## src/rtl/seven_segment_pkg.sv

```systemverilog
// Segment patterns, segment type and nibble decode for the scanned display.
// SEVEN_SEGMENT_HEX_EN selects hex glyphs for nibbles 10-15; otherwise they show dark.
package seven_segment_pkg;

  typedef logic [6:0] seg_t;

  localparam seg_t SEG_0   = 7'h3F;
  localparam seg_t SEG_1   = 7'h06;
  localparam seg_t SEG_2   = 7'h5B;
  localparam seg_t SEG_3   = 7'h4F;
  localparam seg_t SEG_4   = 7'h66;
  localparam seg_t SEG_5   = 7'h6D;
  localparam seg_t SEG_6   = 7'h7D;
  localparam seg_t SEG_7   = 7'h07;
  localparam seg_t SEG_8   = 7'h7F;
  localparam seg_t SEG_9   = 7'h6F;
  localparam seg_t SEG_A   = 7'h77;
  localparam seg_t SEG_B   = 7'h7C;
  localparam seg_t SEG_C   = 7'h39;
  localparam seg_t SEG_D   = 7'h5E;
  localparam seg_t SEG_E   = 7'h79;
  localparam seg_t SEG_F   = 7'h71;
  localparam seg_t SEG_OFF = 7'h00;

`ifdef SEVEN_SEGMENT_HEX_EN
  localparam bit HEX_EN = 1'b1;
`else
  localparam bit HEX_EN = 1'b0;
`endif

  // Active-high {g,f,e,d,c,b,a}; non-decimal nibbles are dark in BCD-only builds.
  function automatic seg_t seg_decode(input logic [3:0] nib);
    seg_t s;
    s = SEG_OFF;
    case (nib)
      4'h0: s = SEG_0;
      4'h1: s = SEG_1;
      4'h2: s = SEG_2;
      4'h3: s = SEG_3;
      4'h4: s = SEG_4;
      4'h5: s = SEG_5;
      4'h6: s = SEG_6;
      4'h7: s = SEG_7;
      4'h8: s = SEG_8;
      4'h9: s = SEG_9;
      4'hA: s = HEX_EN ? SEG_A : SEG_OFF;
      4'hB: s = HEX_EN ? SEG_B : SEG_OFF;
      4'hC: s = HEX_EN ? SEG_C : SEG_OFF;
      4'hD: s = HEX_EN ? SEG_D : SEG_OFF;
      4'hE: s = HEX_EN ? SEG_E : SEG_OFF;
      4'hF: s = HEX_EN ? SEG_F : SEG_OFF;
    endcase
    return s;
  endfunction

endpackage

```

## src/rtl/seg7_decode.sv

```systemverilog
// Combinational nibble-to-segment decoder around the package decode function.
module seg7_decode
  import seven_segment_pkg::*;
(
  input  logic [3:0] nib_i,
  output seg_t       seg_c_o
);

  assign seg_c_o = seg_decode(nib_i);

endmodule

```

## src/rtl/seven_segment_scan.sv

```systemverilog
// Multiplexed N-digit seven-segment driver: shadow value, prescaled digit scan, registered pins.
// Hex glyphs for nibbles 10-15 are enabled by defining SEVEN_SEGMENT_HEX_EN.
module seven_segment_scan
  import seven_segment_pkg::*;
#(
  parameter int unsigned DIGITS = 4,
  parameter int unsigned DIV    = 1000,
  parameter int unsigned LZB    = 0
) (
  input  logic                  clk,
  input  logic                  rst_n,
  input  logic                  load,
  input  logic [4*DIGITS-1:0]   value,
  input  logic [DIGITS-1:0]     dp,
  input  logic                  blank,
  output logic [6:0]            seg,
  output logic                  seg_dp,
  output logic [DIGITS-1:0]     an
);

  localparam int unsigned PRE_W = (DIV > 1) ? $clog2(DIV) : 1;
  localparam int unsigned IDX_W = (DIGITS > 1) ? $clog2(DIGITS) : 1;

  logic [PRE_W-1:0]    pre_q, pre_d;
  logic [IDX_W-1:0]    idx_q, idx_d;
  logic [4*DIGITS-1:0] val_q, val_d;
  logic [DIGITS-1:0]   dp_q, dp_d;
  seg_t                seg_q, seg_d;
  logic                seg_dp_q, seg_dp_d;
  logic [DIGITS-1:0]   an_q, an_d;

  logic                tick;
  logic [3:0]          nib;
  logic                dp_sel;
  logic [DIGITS-1:0]   an_sel;
  logic [DIGITS-1:0]   zero_from;
  logic                lead_blank;
  seg_t                dec_seg;

  // zero_from[i]: nibbles i..DIGITS-1 of the shadow value are all zero.
  always_comb begin : lzb_scan
    logic run;
    run       = 1'b1;
    zero_from = '0;
    for (int i = DIGITS - 1; i >= 0; i--) begin
      run          = run && (val_q[4*i +: 4] == 4'h0);
      zero_from[i] = run;
    end
  end

  always_comb begin : digit_mux
    nib        = 4'h0;
    dp_sel     = 1'b0;
    an_sel     = '0;
    lead_blank = 1'b0;
    for (int i = 0; i < DIGITS; i++) begin
      if (idx_q == IDX_W'(i)) begin
        nib        = val_q[4*i +: 4];
        dp_sel     = dp_q[i];
        an_sel[i]  = 1'b1;
        lead_blank = (LZB != 0) && (i != 0) && zero_from[i];
      end
    end
  end

  seg7_decode u_decode (
    .nib_i   (nib),
    .seg_c_o (dec_seg)
  );

  always_comb begin : next_state
    tick     = (pre_q == PRE_W'(DIV - 1));
    pre_d    = tick ? '0 : pre_q + PRE_W'(1);
    idx_d    = idx_q;
    if (tick) begin
      idx_d = (idx_q == IDX_W'(DIGITS - 1)) ? '0 : idx_q + IDX_W'(1);
    end
    val_d    = load ? value : val_q;
    dp_d     = load ? dp : dp_q;
    an_d     = blank ? '0 : an_sel;
    seg_d    = (blank || lead_blank) ? SEG_OFF : dec_seg;
    seg_dp_d = !blank && dp_sel;
  end

  always_ff @(posedge clk or negedge rst_n) begin
    if (!rst_n) begin
      pre_q    <= '0;
      idx_q    <= '0;
      val_q    <= '0;
      dp_q     <= '0;
      seg_q    <= SEG_OFF;
      seg_dp_q <= 1'b0;
      an_q     <= '0;
    end else begin
      pre_q    <= pre_d;
      idx_q    <= idx_d;
      val_q    <= val_d;
      dp_q     <= dp_d;
      seg_q    <= seg_d;
      seg_dp_q <= seg_dp_d;
      an_q     <= an_d;
    end
  end

  assign seg    = seg_q;
  assign seg_dp = seg_dp_q;
  assign an     = an_q;

endmodule

```

## config.mk

```make
export PLATFORM = sky130hd
export DESIGN_NAME = seven_segment_scan
export DESIGN_NICKNAME = d
export VERILOG_FILES = /design/src/rtl/seven_segment_pkg.sv /design/src/rtl/seg7_decode.sv /design/src/rtl/seven_segment_scan.sv
export SDC_FILE = /design/constraint.sdc
export NUM_CORES = 1
export LEC_CHECK = 0
export CAP_MARGIN = 20
export CORE_MARGIN = 3
export CORE_UTILIZATION = 50
export DETAILED_ROUTE_END_ITERATION = 8
export PLACE_DENSITY = 0.76
export SLEW_MARGIN = 20
export SYNTH_ARGS = -nofsm -noshare
export SYNTH_HDL_FRONTEND = slang
export SYNTH_SLANG_ARGS = --single-unit
```

## constraint.sdc

```tcl
create_clock -name clk -period 2.4 [get_ports clk]
set_input_delay 0.36 -clock clk [delete_from_list [all_inputs] [get_ports clk]]
set_output_delay 0.36 -clock clk [all_outputs]
set_load 0.02 [all_outputs]
```

==> results.py, run 1 <==
metrics = {
    "floorplanning": {
        "row_count": 22,
        "pin_count": 36,
        "dieArea_um2": 5035,
        "die_h_um": 70.96,
        "start_util": 0.5474,
        "die_w_um": 70.96,
        "core-area_um2": 3854,
    },
    "clocking": {
        "clk_pin_slew_ps": 80,
        "cts.sinks": 44,
        "cts_root_buf": "clkbuf_8",
        "clockBufferDepth": 2,
        "post_cts_resized": 0,
        "postCtsHoldBufs": 0,
        "cts_tree": "built",
        "htreeDepth": 2,
        "cts_made_buffers": 5,
        "clock_latency_ps": 300,
        "post_cts_buffers": 0,
    },
    "cells_and_area": {
        "final_cell_area_um2": 2577,
        "final_core_util": 0.6688,
        "syn_to_final_growth_pct": 22.18,
        "drive_above_1_share": 0.1521,
        "n_antenna_cell": 0,
        "nets": 250,
        "mostFrequentLayoutCells": "dfrtp_1 (44), clkdlybuf4s50_1 (34), mux2_2 (21), inv_1 (10), ha_1 (10)",
        "final_common_cell": "dfrtp_1",
    },
    "routing": {
        "viasPerCell": 5.619,
        "drtAntennaViolNets": 0,
        "wl_met2_um": 1844,
        "highest_layer": "met4",
        "first_iter_violations": 90,
        "route.vias.total": 1489,
        "wl_met1_um": 1866,
        "wl_per_cell_um": 15.39,
        "dr_wl_met3_um": 258,
        "drcViolationCount": 0,
        "routed_wl_um": 4079,
        "firstDrtPassIters": 4,
    },
    "grt": {
        "antenna_found_initial": 0,
        "grt.overflow.total": 0,
        "grt_pass1_wl_um": 6941,
        "grt_max_degree": 45,
        "grt_pass1_vias": 1502,
        "track_usage": 0.1774,
    },
    "pwr": {
        "combPwrFrac": 0.154,
        "pwr-share-seq": 0.535,
        "ir_drop_mv": 0.3849,
        "p_int_mw": 1.148,
        "pwr_density_cell_nw_per_um2": 592.4,
        "swShare": 0.2481,
        "p_leak_nw": 1.109,
        "power.switching_uw": 378.9,
        "clkPwrFrac": 0.312,
    },
    "job": {
        "maxCapViolCount": 0,
    },
    "placement": {
        "post_dp_cell_area_um2": 2484,
        "dp_hpwl_um": 2976,
        "portBuffers": 35,
        "place.gp.congestion": 0.8251,
    },
    "sta": {
        "finalSetupTns_ps": 0,
        "relSlewSlack": 0.3713,
        "worst_pin_slew_ps": 943.1,
        "rsz0062_at_grt": "false",
        "fmax_mhz": 449.2,
        "period_needed_ps": 2226,
        "fin_skew_ps": 10.89,
        "finalSetupViolations": 0,
        "hold_viol": 0,
        "slew_viol_final": 0,
        "timing.hold.ws_ps": 206.9,
        "finalCritPeriodShare": 0.9277,
    },
    "synthesis": {
        "avgSynthCellArea_um2": 11.72,
        "ys_async_sr_fraction": 1.000,
        "synthesis.area_um2": 2110,
        "synth_edf_count": 0,
        "ys_warn_count": 0,
        "ys_types": 39,
        "seq_area_frac_synth": 0.5219,
        "syn_nets": 214,
        "synthesis.instances": 180,
        "synth-seq-cells": 44,
        "yosys_most_used_dff": "dfrtp_1",
    },
    "worst_setup_path": {
        "cp-start-kind": "flip-flop",
        "rr_worst_depth": 6,
        "crit_fanout": 16,
        "cp-end-kind": "flip-flop",
        "required_ps": 2620,
        "critPathKind": "flip-flop to flip-flop",
        "crit_arrival_ps": 2440,
    },
    "run_status": {
        "outcome": "complete, no violations",
    },
    "min_path": {
        "worst_hold_path_type": "primary input to async pin",
    },
}
state kept, by name, summed over array words and instances (netlist names):
| register | cells |
|---|---|
| an | 4 |
| dp_q | 4 |
| idx_q | 2 |
| pre_q | 10 |
| seg | 7 |
| seg_dp | 1 |
| val_q | 16 |
metrics by stage:
| stage | worst slack (ps) | total power, mW | std cells |
|---|---|---|---|
| after global placement | 337.4 | 1.053 | 257 |
| after detailed placement | 231.8 | 1.064 | 257 |
| after floorplan | 391.0 | 0.9506 | 180 |
| after CTS | 214.1 | 1.539 | 265 |
| final | 173.6 | 1.527 | 265 |
| after global routing | 4.382 | 1.600 | 265 |
cell type report:
type                    instances  area (um2)
clock buffers                   7       86.33
clock inverters                 1       7.507
fillers                       301        1276
inverters                      10       37.54
multi-input cells             119       932.1
flip-flops and latches         44        1101
well taps                      48       60.06
repair buffers                 36       352.8
kinds of logic after synthesis:
family / share of synthesized area
buffers and inverters: 0.03618
AOI/OAI and AO/OA: 0.1014
adders and majority gates: 0.05931
and+or+nand+nor: 0.1293
DFF: 0.5219
muxes: 0.1269
xor gates and xnor gates: 0.02491
final timing paths:
check / start / end / slack, ps
worst max register to register: idx_q[0]$_DFFE_PN0N_ / seg[3]$_DFF_PN0_ / 170
max in group asynchronous: rst_n / val_q[15]$_DFFE_PN0P_ / 1600
worst min-delay path: rst_n / val_q[13]$_DFFE_PN0P_ / 210
worst min register to register: pre_q[0]$_DFF_PN0_ / pre_q[0]$_DFF_PN0_ / 460
worst max-delay path: idx_q[0]$_DFFE_PN0N_ / seg[3]$_DFF_PN0_ / 170
min in group clk: pre_q[0]$_DFF_PN0_ / pre_q[0]$_DFF_PN0_ / 460
worst max-delay path, cell delays in order (launching register included):
cell and delay (ps):
dfrtp_1 420, ha_1 500, a211oi_1 90, a211o_1 390, ha_1 340, mux2_1 290
o22ai_1 110
cell usage after synthesis (all sizes together), types with 2 or more instances:
cell     n  area (um2)
a211o    3       26.28
nand3b   5       50.05
buf      5       31.28
nor3b    2       15.01
mux2i    2       20.02
dfrtp   44        1101
mux2    22       247.7
a21oi    7       35.03
nor2b    9       56.30
or3      2       12.51
and3     2       12.51
inv     10       37.54
clkbuf   2       7.510
a211oi   3       27.52
o211ai   2       15.01
nand2    9       33.78
o21ai    6       30.03
o22ai    3       18.77
nor2    10       40.04
nand3    6       30.03
ha      10       125.1
xor2     5       43.79
a221o    2       20.02
layer usage:
layer,GRT usage,vias to the layer above
met5,0,-
met2,0.2585,50
met4,0.07516,0
met3,0.05966,15
met1,0.2422,720
li1,-,704
power groups by stage:
stage                     clock [mW]  sequential, mW  combinational, mW
final                          0.476           0.816              0.235
after global routing           0.523           0.821              0.255
after CTS                      0.487           0.816              0.236
after detailed placement           0           0.831              0.233
after global placement             0           0.830              0.223
after floorplan                    0           0.841              0.109
Note: power is estimated with default switching activity, not from simulation.
==> inputs of run 2 (changes only) <==
--- a/config.mk
+++ b/config.mk
@@ -5,10 +5,12 @@
 export SDC_FILE = /design/constraint.sdc
 export NUM_CORES = 1
 export LEC_CHECK = 0
-export CAP_MARGIN = 20
+export ABC_CLOCK_PERIOD_IN_PS = 2400
+export CAP_MARGIN = 40
 export CORE_MARGIN = 3
 export CORE_UTILIZATION = 50
 export DETAILED_ROUTE_END_ITERATION = 8
+export MAX_ROUTING_LAYER = met4
 export PLACE_DENSITY = 0.76
 export SLEW_MARGIN = 20
 export SYNTH_ARGS = -nofsm -noshare
==> run 2 against run 1 <==
  * Count of clock-buffer cells in the layout down 1
  * Largest power group unchanged
  * Worst setup slack better by 2.5 ps
  * Cell count unchanged
  * First-iteration DRC count up 30%
==> results.py, run 2 (synthesis results as in run 1) <==
metrics = {
    "run_status": {
        "outcome": "complete, no violations",
    },
    "sta": {
        "finalSetupViolations": 0,
        "setup_ws_ps": 176.1,
        "fin_skew_ps": 7.555,
        "slew_viol_final": 0,
        "rsz0062_at_grt": "false",
        "timing.hold.ws_ps": 21.92,
        "finalCritPeriodShare": 0.9266,
        "worst_pin_slew_ps": 490.5,
        "period_needed_ps": 2224,
        "fmax_mhz": 449.7,
        "hold_viol": 0,
        "finalSetupTns_ps": 0,
        "relSlewSlack": 0.6730,
    },
    "pwr": {
        "swShare": 0.2474,
        "ir_drop_mv": 0.4344,
        "pwr_density_cell_nw_per_um2": 572.5,
        "pwr-share-seq": 0.551,
        "power.switching_uw": 367.0,
        "clkPwrFrac": 0.288,
        "p_leak_nw": 1.116,
        "combPwrFrac": 0.161,
        "p_int_mw": 1.116,
        "power_mw": 1.484,
    },
    "cells_and_area": {
        "largest_register_ffs": 16,
        "finalNonFillerCells": 265,
        "drive_above_1_share": 0.1567,
        "fillers": 298,
        "n_antenna_cell": 0,
        "nets": 251,
        "syn_to_final_growth_pct": 22.84,
        "final_common_cell": "dfrtp_1",
        "mostFrequentLayoutCells": "dfrtp_1 (44), clkdlybuf4s50_1 (34), mux2_2 (21), inv_1 (10)",
        "regMostFlops": "val_q",
    },
    "routing": {
        "drcViolationCount": 0,
        "routed_wl_um": 4093,
        "drtAntennaViolNets": 0,
        "first_iter_violations": 117,
        "viasPerCell": 5.509,
        "route.vias.total": 1460,
        "wl_per_cell_um": 15.45,
        "firstDrtPassIters": 4,
    },
    "worst_setup_path": {
        "worst_path_largest_cell_delay_ps": 410,
        "critPathKind": "flip-flop to flip-flop",
        "path_cells": "inv_1, ha_1, nand2_1, and3_1, nor2_1, inv_1, ha_1, mux2_1, o22ai_1",
        "critical-path-slowest-cell": "dfrtp_1",
        "crit_arrival_ps": 2420,
        "cp-end-kind": "flip-flop",
        "required_ps": 2600,
        "crit_fanout": 11,
        "cp-start-kind": "flip-flop",
    },
    "placement": {
        "dp_hpwl_um": 3092,
        "dp.cells": 258,
        "place.gp.congestion": 0.8376,
        "portBuffers": 35,
        "pre_cts_slack_ps": 193.0,
    },
    "grt": {
        "track_usage": 0.1859,
        "grt_pass1_wl_um": 7210,
        "grt.overflow.total": 0,
        "grt_pass1_vias": 1525,
        "antenna_found_initial": 0,
        "grt_max_degree": 26,
    },
    "floorplanning": {
        "core-area_um2": 3854,
        "dieArea_um2": 5035,
        "row_count": 22,
        "start_util": 0.5474,
        "pin_count": 36,
        "die_h_um": 70.96,
        "die_w_um": 70.96,
    },
    "clocking": {
        "postCtsHoldBufs": 0,
        "clockBufferDepth": 2,
        "cts.sinks": 44,
        "htreeDepth": 2,
        "cts_tree": "built",
        "cts_root_buf": "clkbuf_8",
        "cts_made_buffers": 5,
        "post_cts_buffers": 0,
        "post_cts_resized": 0,
        "clk_pin_slew_ps": 80,
        "clock_latency_ps": 290,
    },
    "job": {
        "maxCapViolCount": 0,
    },
    "min_path": {
        "worst_hold_path_type": "primary input to async pin",
    },
}
-- run 2: changes by cell type in the layout (fill, tap and decap cells not counted) --
cell        change
ha_2            +1
clkbuf_8        -1
clkinvlp_4      -1
clkinv_2        +1
buf_16          +1
ha_1            -1
-- run 2: path summary, 6_finish.rpt --
| path | from | to | slack, ps | cells after the start |
|---|---|---|---|---|
| max | idx_q[1]$_DFFE_PN0N_ | seg[3]$_DFF_PN0_ | 180 | 9 |
| min in group clk | pre_q[0]$_DFF_PN0_ | pre_q[0]$_DFF_PN0_ | 460 | 1 |
| min | rst_n | dp_q[3]$_DFFE_PN0P_ | 20 | 1 |
| min reg2reg | pre_q[0]$_DFF_PN0_ | pre_q[0]$_DFF_PN0_ | 460 | 1 |
| max reg2reg | idx_q[1]$_DFFE_PN0N_ | seg[3]$_DFF_PN0_ | 180 | 9 |
| max in group asynchronous | rst_n | pre_q[5]$_DFF_PN0_ | 1890 | 2 |
-- run 2: through the flow --
stage          utilization  instance area [um2]
2_1_floorplan            -                 2110
3_3_place_gp        0.6445                 2484
3_5_place_dp        0.6516                 2511
4_1_cts             0.6718                 2589
5_1_grt             0.6724                 2591
6_report            0.6724                 2591
-- run 2: cell type report --
type	count	area, um2	share of cell area
clock inverters	1	5.005	0.001931
inverters	10	37.54	0.01449
well taps	48	60.06	0.02318
repair buffers	37	380.4	0.1468
multi-input cells	119	934.6	0.3607
flip-flops and latches	44	1101	0.4249
clock buffers	6	72.57	0.02801
-- run 2: power groups by stage --
stage	logic, mW	clock network [mW]	registers [mW]
after global placement	0.223	0	0.830
after detailed placement	0.240	0	0.831
final	0.239	0.428	0.817
after global routing	0.261	0.474	0.821
after floorplan	0.109	0	0.841
after CTS	0.241	0.439	0.817
-- run 2: worst max-delay path, delay by kind of cell, from the launching register on --
family	cells	cell delay, ps
DFF	1	410
and+or+nand+nor	3	540
buffers and inverters	2	210
AOI/OAI and AO/OA	1	140
muxes	1	300
adders and majority gates	2	530
-- run 2: layer usage --
metal | track usage | part of all wire | up-vias
met4 | 0.08559 | 0.026 | 0
met3 | 0.04972 | 0.057 | 15
met5 | - | 0 | -
li1 | - | - | 702
met1 | 0.2523 | 0.47 | 696
met2 | 0.2595 | 0.45 | 47
==> variant 1: new RTL, settings of run 2 <==
The package constant `HEX_EN` goes from 1'b0 to 1'b1.
--- a/src/rtl/seven_segment_pkg.sv
+++ b/src/rtl/seven_segment_pkg.sv
@@ -27,3 +27,3 @@
 `else
-  localparam bit HEX_EN = 1'b0;
+  localparam bit HEX_EN = 1'b1;
 `endif
Behaviour: not the same (Yosys sat finds a counterexample within 4 cycles, from zero or initial values and one cycle with rst_n low).
==> variant 1 against run 2 <==
Die area grew 5.5%; sequential cell count stayed put; critical path depth unchanged; global-route usage is 0.35 points higher; total power up 16%; setup slack got worse by 93 ps; routed wire length rose by 11%; area after synthesis up 6.0%; cell area grew 12%; critical path type unchanged.
==> variant 1: results (changes against run 2) <==
[outcome]
status = finished, final reports clean  ; unchanged

[placed_design]
gp_congestion = 0.8924  ; was 0.8376
dp_cells = 274  ; was 258
io_buffers = 35  ; unchanged
dp_hpwl_mm = 3.421  ; was 3.092 mm
place_area_mm2 = 0.002691  ; was 0.002511 mm^2

[clock_tree]
root_buffer = clkbuf_8  ; unchanged
cts_buffers = 5  ; unchanged
cts_max_path_buffers = 2  ; unchanged
clk_latency_ps = 290  ; about the same
htreeDepth = 2  ; unchanged
post_cts_buffers = 0  ; unchanged
cts-resized-gates = 1  ; was 0
clk_pin_slew_worst_paths_ps = 80  ; about the same

[setup_path]
slowest_stage = or4_1  ; was dfrtp_1
crit_arrival_ps = 2520  ; was 2420 ps
r2r_slack_ps = 80  ; was 180 ps
cp_max_fo = 5  ; was 11
crit_family = simple AND/OR/NAND/NOR gates  ; unchanged
max_stage_delay_ps = 540  ; was 410 ps

[logic_synthesis]
yosysWarnings = 0  ; unchanged
synth_fa_ha_area_frac = 0.06152  ; was 0.05931
synth_compound_area_frac = 0.1068  ; was 0.1014
async_flop_share = 1.000  ; unchanged
yosysSeqAreaShare = 0.4922  ; was 0.5219
yosys.area_share.xor_xnor = 0.02740  ; was 0.02491
synthTopCellsByCount = dfrtp_1, mux2_2, ha_1, inv_1, nand2_1  ; was dfrtp_1, mux2_2, ha_1, inv_1
synthMuxAreaShare = 0.1236  ; was 0.1269
synthDistinctLibCells = 46  ; was 39
synth_nets = 220  ; was 214
syn_inst = 185  ; was 180
synth_area_leaders = dfrtp_1, mux2_2, ha_1, nor2b_1, buf_6  ; was dfrtp_1, mux2_2, ha_1, nor2b_1, xor2_1

[route]
num_vias = 1604  ; was 1460
dr.pass1.iters = 7  ; was 4
drt_iter0_markers = 58  ; was 117
wl_mm = 4.540  ; was 4.093 mm

[sta]
fin_skew_ps = 7.205  ; was 7.555 ps
relSlewSlack = 0.6462  ; was 0.6730
setup_viol = 0  ; unchanged

[power_and_ir_drop]
leakagePower_nw = 1.254  ; was 1.116 nW
irDropWorstVdd_mv = 0.4141  ; was 0.4344 mV
sw_frac_of_total = 0.2335  ; was 0.2474

[grt]
track_usage = 0.1894  ; was 0.1859
grt_max_degree = 24  ; was 26
antenna_found_initial = 0  ; unchanged
grt_pass1_wl_mm = 7.493  ; was 7.210 mm

[finish]
layout.cells.non_filler = 286  ; was 265
drive_gt1_frac = 0.2754  ; was 0.1567
insertedDiodeCount = 0  ; unchanged
largest_reg_flops = 16  ; unchanged
fillers = 282  ; was 298
seq_area_mm2 = 0.001102  ; was 0.001101 mm^2
largest_register = val_q  ; unchanged

[hold_path]
hp-class = in -> async  ; unchanged

[variant 1: cell families after synthesis]
logic type | count (synthesis)
adders and majority gates | 11
muxes | 25
buffers and inverters | 19
xor gates and xnor gates | 7
and+or+nand+nor | 53
DFF | 44
AOI/OAI and AO/OA | 26
[variant 1: path summary, 6_finish.rpt]
check                              start       end  cells past startpoint
worst max-delay path            idx_q[1]    seg[0]                      9
min in group clk                pre_q[0]  pre_q[0]                      1
worst max register to register  idx_q[1]    seg[0]                      9
max in group asynchronous          rst_n  idx_q[0]                      2
worst min-delay path               rst_n     an[2]                      1
worst min register to register  pre_q[0]  pre_q[0]                      1
[variant 1: per-stage QoR]
stage          worst slack [ps]  hold WS (ps)  setup TNS, ps
2_1_floorplan             50.35         64.41              0
3_3_place_gp              89.39         432.2              0
3_5_place_dp             -46.77         361.5         -46.77
4_1_cts                   10.30         40.51              0
5_1_grt                  -45.57         64.96         -85.90
6_report                  83.07         34.11              0
[variant 1: final cells by class]
type                            instances  area share
Clock buffer                            7     0.03322
Clock inverter                          1     0.01035
Sequential cell                        44      0.3801
Multi-Input combinational cell        122      0.3701
Tap cell                               50     0.02157
Inverter                               12     0.01553
Timing Repair Buffer                   50      0.1691
[variant 1: power by group through the flow]
stage                     Clock, mW  Sequential, mW  Combinational [mW]
after floorplan                   0           0.848               0.138
after global routing          0.650           0.826               0.318
final                         0.609           0.822               0.292
after CTS                     0.622           0.822               0.282
after detailed placement          0           0.836               0.281
after global placement            0           0.834               0.264
[variant 1: routing by layer]
| metal | part of all wire | GRT usage | vias to the layer above |
|---|---|---|---|
| met5 | 0 | - | - |
| met1 | 0.40 | 0.2161 | 803 |
| met3 | 0.045 | 0.05234 | 13 |
| met4 | 0.028 | 0.07582 | 0 |
| li1 | - | - | 748 |
| met2 | 0.53 | 0.3146 | 40 |
==> variant 2: new RTL, settings of run 2 <==
Made on the original files. Make the reset (`rst_n`) synchronous in one clocked block.
--- a/src/rtl/seven_segment_scan.sv
+++ b/src/rtl/seven_segment_scan.sv
@@ -84,3 +84,3 @@
 
-  always_ff @(posedge clk or negedge rst_n) begin
+  always_ff @(posedge clk) begin
     if (!rst_n) begin
Formal check against the unedited RTL: differs if rst_n is asserted again (counterexample within 4 cycles, from zero or initial values and one cycle with rst_n low); with rst_n held inactive, the same outputs for 10 cycles.
==> variant 2 against run 2 <==
Sequential power fell by 4.3%; setup slack got worse by 32 ps; area after synthesis fell by 5.7%; total power fell by 2.0%; sequential cell count did not move; routed wire length fell by 2.0%; via count rose by 0.82%; cell area fell by 3.0%; critical endpoint is now seg[3].
==> variant 2: results (changes against run 2) <==
[finish]
nNonClkBuffers = 41  ; was 37
fillers = 328  ; was 298
nMultiInputCombCells = 137  ; was 119
multiInputGateArea_mm2 = 0.001042  ; was 934.6 um^2
drive_gt1_frac = 0.08787  ; was 0.1567
final-clk-cell-share = 0.03835  ; was 0.02994
layout.nets = 274  ; was 251
post-route-util = 0.6711  ; was 0.6724
layout.cells.non_filler = 287  ; was 265
seq_area_frac = 0.3506  ; was 0.4249
buf_share = 0.1574  ; was 0.1468

[logic_synthesis]
syn_area_per_cell_um2 = 9.947  ; was 11.72 um^2
synthDistinctLibCells = 33  ; was 39
synth_area_leaders = dfxtp_1, mux2i_1, nor2b_1, ha_1, and2_1  ; was dfrtp_1, mux2_2, ha_1, nor2b_1, xor2_1
synth_nets = 235  ; was 214
async_flop_share = 0  ; was 1.000
yosysSeqAreaShare = 0.4428  ; was 0.5219
synthTopCellsByCount = dfxtp_1, mux2i_1, nor2b_1  ; was dfrtp_1, mux2_2, ha_1, inv_1

[grt]
grt_max_degree = 28  ; was 26
grt_util_met1 = 0.2125  ; was 0.2523
grt_pass1_vias = 1499  ; was 1525
use_met2 = 0.2913  ; was 0.2595
track_usage = 0.1805  ; was 0.1859

[placed_design]
dp_hpwl_mm = 2.952  ; was 3.092 mm
place_area_mm2 = 0.002385  ; was 0.002511 mm^2
gp_congestion = 0.8241  ; was 0.8376
dp_cells = 277  ; was 258
dp_worst_setup_slack_ps = 99.23  ; was 193.0 ps

[power_and_ir_drop]
irDropWorstVdd_mv = 0.3557  ; was 0.4344 mV
seqPwrFrac = 0.538  ; was 0.551
p_per_area_mw_per_mm2 = 578.5  ; was 572.5 mW/mm^2
leakagePower_nw = 1.039  ; was 1.116 nW
intPower_mw = 1.128  ; was 1.116 mW
powerComb_mw = 0.190  ; was 0.239 mW

[route]
drt-met1-wl_mm = 1.779  ; was 1.912 mm
via_per_inst = 5.129  ; was 5.509
drt_iter0_markers = 113  ; was 117
wl_mm = 4.010  ; was 4.093 mm
dr_wl_met2_mm = 1.958  ; was 1.841 mm

[clock_tree]
cts_buffers = 5  ; unchanged
clk_latency_ps = 290  ; about the same

[setup_path]
slowest_stage = dfxtp_1  ; was dfrtp_1
crit_family = compound AO/OA/AOI/OAI gates  ; was simple AND/OR/NAND/NOR gates

[outcome]
status = finished, final reports clean  ; unchanged

[sta]
tightest_slew_ps = 414.9  ; was 490.5 ps
fin_skew_ps = 2.513  ; was 7.555 ps

==> variant 2: cell count changes after synthesis, sizes merged, moves of 4 or more <==
cell,change
a21oi,-4
and2,+6
buf,-4
clkbuf,+6
dfrtp,-44
dfxtp,+44
mux2,-19
mux2i,+21
nor2b,+14
xnor2,+4
==> variant 2: path summary, 6_finish.rpt <==
| check | start | to | slack (ps) |
|---|---|---|---|
| hold / removal | pre_q[0] | pre_q[0] | 470 |
| hold reg to reg | pre_q[0] | pre_q[0] | 470 |
| setup / recovery | idx_q[0] | seg[3] | 140 |
| setup reg to reg | idx_q[0] | seg[3] | 140 |
==> variant 2: logic make-up (layout without fill, tap and decap cells) <==
logic type / count (synthesis) / after routing / share of synthesized area
xor gates and xnor gates: 8 / 8 / 0.03522
and+or+nand+nor: 71 / 71 / 0.2088
adders and majority gates: 11 / 11 / 0.06918
buffers and inverters: 19 / 58 / 0.03773
muxes: 26 / 26 / 0.1327
DFF: 44 / 44 / 0.4428
AOI/OAI and AO/OA: 21 / 21 / 0.07359
